## config.mk

```make
export PLATFORM = sky130hd
export DESIGN_NAME = rxuart
export DESIGN_NICKNAME = d
export VERILOG_FILES = /design/src/rtl/rxuart.sv
export SDC_FILE = /design/constraint.sdc
export NUM_CORES = 1
export LEC_CHECK = 0
export ABC_AREA = 1
export CAP_MARGIN = 30
export CORE_MARGIN = 4
export CORE_UTILIZATION = 57
export DETAILED_ROUTE_END_ITERATION = 7
export GPL_TIMING_DRIVEN = 1
export PLACE_DENSITY = 0.76
export SYNTH_ARGS = -nofsm -noshare
export SYNTH_HDL_FRONTEND = slang
export SYNTH_SLANG_ARGS = --single-unit
```

## constraint.sdc

```tcl
create_clock -name i_clk -period 2.47 [get_ports i_clk]
set_input_delay 0.741 -clock i_clk [delete_from_list [all_inputs] [get_ports i_clk]]
set_output_delay 0.741 -clock i_clk [all_outputs]
set_load 0.1 [all_outputs]
```

## src/rtl/rxuart.sv

```systemverilog
// 8N1 UART receiver: start bit validated at mid-bit, 8 data bits LSB-first at bit centres, stop bit checked.
// Latency: o_wr rises HALF + 9*CLKS_PER_BAUD cycles after the first START cycle (t0); strobes are registered.
// Backpressure: none; a strobe missed downstream loses that byte; o_data holds until the next good byte.
//
// Ports:
//   i_clk        system clock, all logic on the rising edge
//   i_reset      synchronous active-high reset
//   i_uart_rx    asynchronous serial line, idle high
//   o_wr         one-cycle strobe, o_data holds a freshly received byte
//   o_data       last good byte, stable between o_wr strobes
//   o_frame_err  one-cycle strobe, stop bit was sampled low
//   o_busy       high whenever the receiver is not in IDLE
module rxuart #(
    parameter int CLKS_PER_BAUD = 868
) (
    input  logic       i_clk,
    input  logic       i_reset,
    input  logic       i_uart_rx,
    output logic       o_wr,
    output logic [7:0] o_data,
    output logic       o_frame_err,
    output logic       o_busy
);

    localparam int CW = $clog2(CLKS_PER_BAUD);
    localparam int HALF = CLKS_PER_BAUD / 2;
    localparam logic [CW-1:0] HALF_LD = CW'(HALF - 1);
    localparam logic [CW-1:0] FULL_LD = CW'(CLKS_PER_BAUD - 1);

    typedef enum logic [2:0] {
        IDLE,
        START,
        DATA,
        STOP,
        WAIT_IDLE
    } state_t;

    state_t        state_q, state_d;
    logic [1:0]    sync_q;
    logic          rx_s;
    logic [CW-1:0] cnt_q, cnt_d;
    logic [2:0]    bit_q, bit_d;
    logic [7:0]    shift_q, shift_d;
    logic [7:0]    data_q, data_d;
    logic          wr_q, wr_d;
    logic          fe_q, fe_d;

    // Two-flop synchroniser. Reset to the idle level so a reset never
    // looks like a falling edge on the line.
    always_ff @(posedge i_clk) begin
        if (i_reset) begin
            sync_q <= 2'b11;
        end else begin
            sync_q <= {sync_q[0], i_uart_rx};
        end
    end

    assign rx_s = sync_q[1];

    always_ff @(posedge i_clk) begin
        if (i_reset) begin
            state_q <= IDLE;
            cnt_q   <= '0;
            bit_q   <= '0;
            shift_q <= '0;
            data_q  <= '0;
            wr_q    <= 1'b0;
            fe_q    <= 1'b0;
        end else begin
            state_q <= state_d;
            cnt_q   <= cnt_d;
            bit_q   <= bit_d;
            shift_q <= shift_d;
            data_q  <= data_d;
            wr_q    <= wr_d;
            fe_q    <= fe_d;
        end
    end

    always_comb begin
        state_d = state_q;
        cnt_d   = (cnt_q != '0) ? cnt_q - CW'(1) : cnt_q;
        bit_d   = bit_q;
        shift_d = shift_q;
        data_d  = data_q;
        wr_d    = 1'b0;
        fe_d    = 1'b0;

        case (state_q)
            IDLE: begin
                if (!rx_s) begin
                    cnt_d   = HALF_LD;
                    state_d = START;
                end
            end

            // Re-check the line at the middle of the start bit so a short
            // glitch does not launch a frame.
            START: begin
                if (cnt_q == '0) begin
                    if (!rx_s) begin
                        cnt_d   = FULL_LD;
                        bit_d   = '0;
                        state_d = DATA;
                    end else begin
                        state_d = IDLE;
                    end
                end
            end

            DATA: begin
                if (cnt_q == '0) begin
                    shift_d = {rx_s, shift_q[7:1]};
                    cnt_d   = FULL_LD;
                    if (bit_q == 3'd7) begin
                        state_d = STOP;
                    end else begin
                        bit_d = bit_q + 3'd1;
                    end
                end
            end

            // Leaving at the stop-bit centre gives half a bit of margin to
            // catch a start bit that follows immediately.
            STOP: begin
                if (cnt_q == '0) begin
                    if (rx_s) begin
                        wr_d    = 1'b1;
                        data_d  = shift_q;
                        state_d = IDLE;
                    end else begin
                        fe_d    = 1'b1;
                        state_d = WAIT_IDLE;
                    end
                end
            end

            // A held-low line (break) must return high before a new start
            // bit can be recognised.
            WAIT_IDLE: begin
                if (rx_s) begin
                    state_d = IDLE;
                end
            end

            default: begin
                state_d = IDLE;
            end
        endcase
    end

    assign o_wr        = wr_q;
    assign o_data      = data_q;
    assign o_frame_err = fe_q;
    assign o_busy      = (state_q != IDLE);

endmodule
```

==> results.json <==
{
  "status": "finished clean",
  "gp_congestion": 0.8567,
  "port_buffers": 13,
  "synth_fa_ha_area_share_pct": 3.477,
  "finalHoldViolations": 0,
  "finalWirelength_um": 3365,
  "die_w_um": 64.19,
  "final_max_slew_viol_count": 0,
  "cts_tree": "done",
  "cpPeakStageDelay_ns": 0.57,
  "fin_area_um2": 2004,
  "worstMarginPinSlew_ns": 0.4830,
  "ys_warn_count": 0,
  "leakage_nw": 0.8613,
  "critPathArrivalTime_ns": 1.31,
  "core-area_um2": 3028,
  "p_per_area_nw_per_um2": 1247,
  "yosys.area_share.xor_xnor_pct": 1.947,
  "fin_crit_sh_pct": 82.92,
  "cts_buffers": 5,
  "dpl.hpwl_um": 2488,
  "path_buf_inv": 2,
  "drt-initial-drc-count": 64,
  "die_area_um2": 4120,
  "cts_hold_buf": 0,
  "hp-class": "reg2reg",
  "ctsResizeCount": 0,
  "vias": 1490,
  "path_clk_slew_ns": 0.12,
  "ys_ff_latch": 36,
  "start_kind": "register",
  "grt_pass1_vias": 1380,
  "whs_ns": 0.4248,
  "dpl_cell_area_um2": 1946,
  "cts_setup_buffers": 0,
  "crit_path_end_kind": "output port",
  "finalSetupViolCount": 0,
  "synth_compound_area_share_pct": 16.90,
  "skew_ns": 0.01549,
  "syn_area_per_cell_um2": 7.789,
  "die_h_um": 64.19,
  "crit_path_top_delay_cell": "dfxtp_1",
  "cp.required_ns": 1.73,
  "layout.cells.non_filler": 293,
  "muxShareOfSynthArea_pct": 0,
  "grt_use_met2_pct": 29.68,
  "grt_pass1_wl_um": 6127,
  "post-route-util_pct": 66.20,
  "netlist_area_um2": 1799,
  "ys_types": 32,
  "path_cells": "inv_2, nand2_2, buf_12",
  "worstSkewPairLatency_ns": 0.36,
  "gr-usage-all-layers_pct": 19.12,
  "dp_cells": 285,
  "final_layout_size_suffix_gt1_share_pct": 21.69,
  "synth_top_family_by_area": "simple AND/OR/NAND/NOR gates",
  "antenna_cells": 0,
  "clock_path_buffers": 2,
  "busiest_layer": "met2",
  "drc": 0,
  "wl_per_cell_um": 11.48,
  "ir_worst_vdd_v": 0.0007013,
  "use_met1_pct": 24.59,
  "syn_to_final_growth_pct": 11.40,
  "crit_type": "reg2out",
  "fin_nets": 256,
  "grt-ovfl-total": 0,
  "slew_headroom_pct": 67.76,
  "path_delay_family": "flip-flops",
  "antenna_left": 0,
  "max_freq_ghz": 0.4882,
  "grt_max_degree": 21,
  "rsz0062_at_grt": "no",
  "crit_path_max_fanout": 7,
  "vias_per_cell": 5.085,
  "io_pins": 14,
  "gr-usage-met3_pct": 4.218,
  "yosys.area_share.simple_pct": 28.86,
  "synthCells": 231,
  "root_buffer": "clkbuf_4",
  "synth_nets": 239,
  "antenna_found_initial": 0,
  "ys_seq_area_share_pct": 40.06,
  "min_period_ns": 2.048,
  "max-cap-violations": 0,
  "start_util_pct": 59.42,
  "htree_levels": 2,
  "first_pass_iters": 4,
  "setup_tns_ns": 0,
  "cts_sinks": 36,
  "num_rows": 20
}
-- routing by layer --
metal | vias to the layer above | part of all wire (%)
li1 | 793 | -
met1 | 664 | 48
met2 | 24 | 46
met3 | 9 | 3.7
met4 | 0 | 2.4
met5 | - | 0
-- power by group --
group          switching, mW  internal, mW  leakage (nW)
logic                  0.865         0.480         0.536
clock network          0.210         0.112        0.0316
registers              0.119         0.713         0.294
-- state kept, by name (all words and copies together), names as in the netlist --
name,cells
o_wr,1
shift_q,8
bit_q,3
cnt_q,10
o_frame_err,1
o_data,8
state_q,3
sync_q,2
-- cells in the final DEF, fill, tap and decap left out, drive strengths merged --
cell and count:
a21oi 28, a31oi 2, buf 14, clkbuf 5, clkdlybuf4s50 2, clkinv 1, clkinvlp 1, dfxtp 36
ha 5, inv 30, nand2 39, nand3 12, nand4 3, nor2 29, nor3 6, nor4 2
o211ai 2, o21ai 24, o21bai 1, or2 3, xor2 4
-- path summary, 6_finish.rpt --
path	from	end	slack [ns]	cells after the start
max	state_q[1]	o_busy	0.42	3
min	sync_q[0]	sync_q[1]	0.42	1
max reg2reg	cnt_q[0]	cnt_q[5]	0.64	11
min reg2reg	sync_q[0]	sync_q[1]	0.42	1
-- stage by stage --
step	worst slack, ns	power (mW)
3_3_place_gp	0.5295	2.171
5_1_grt	0.3410	2.741
3_5_place_dp	0.4990	2.184
2_1_floorplan	0.7349	1.961
4_1_cts	0.4130	2.510
6_report	0.4218	2.499
-- layout make-up --
class / count / area [um2]
tap: 44 / 55.05
clock buffer: 5 / 37.54
timing repair buffer: 16 / 137.6
sequential: 36 / 720.7
clock inverter: 3 / 21.27
inverter: 29 / 111.4
multi-input combinational: 160 / 920.9
fill: 278 / 1023
-- cells by family (layout without fill, tap and decap cells) --
group                      Yosys count  count (layout)
and+or+nand+nor                     94              94
buffers and inverters               35              53
xor gates and xnor gates             4               4
DFF                                 36              36
AOI/OAI and AO/OA                   57              57
adders and majority gates            5               5
-- cell usage after synthesis (all sizes together) --
library cell,instances,share of area (%)
o21bai,1,0.42
or2,3,1.0
nand2,39,9.2
nor4,2,0.70
nand3,12,4.6
o211ai,2,1.1
xor2,4,1.9
nand4,3,1.4
buf,4,2.2
a21oi,28,7.8
clkbuf,2,0.42
nor2,29,7.2
nor3,6,4.7
o21ai,24,6.9
dfxtp,36,40
ha,5,3.5
inv,29,6.2
a31oi,2,0.70
Note: power is estimated with default switching activity, not from simulation.
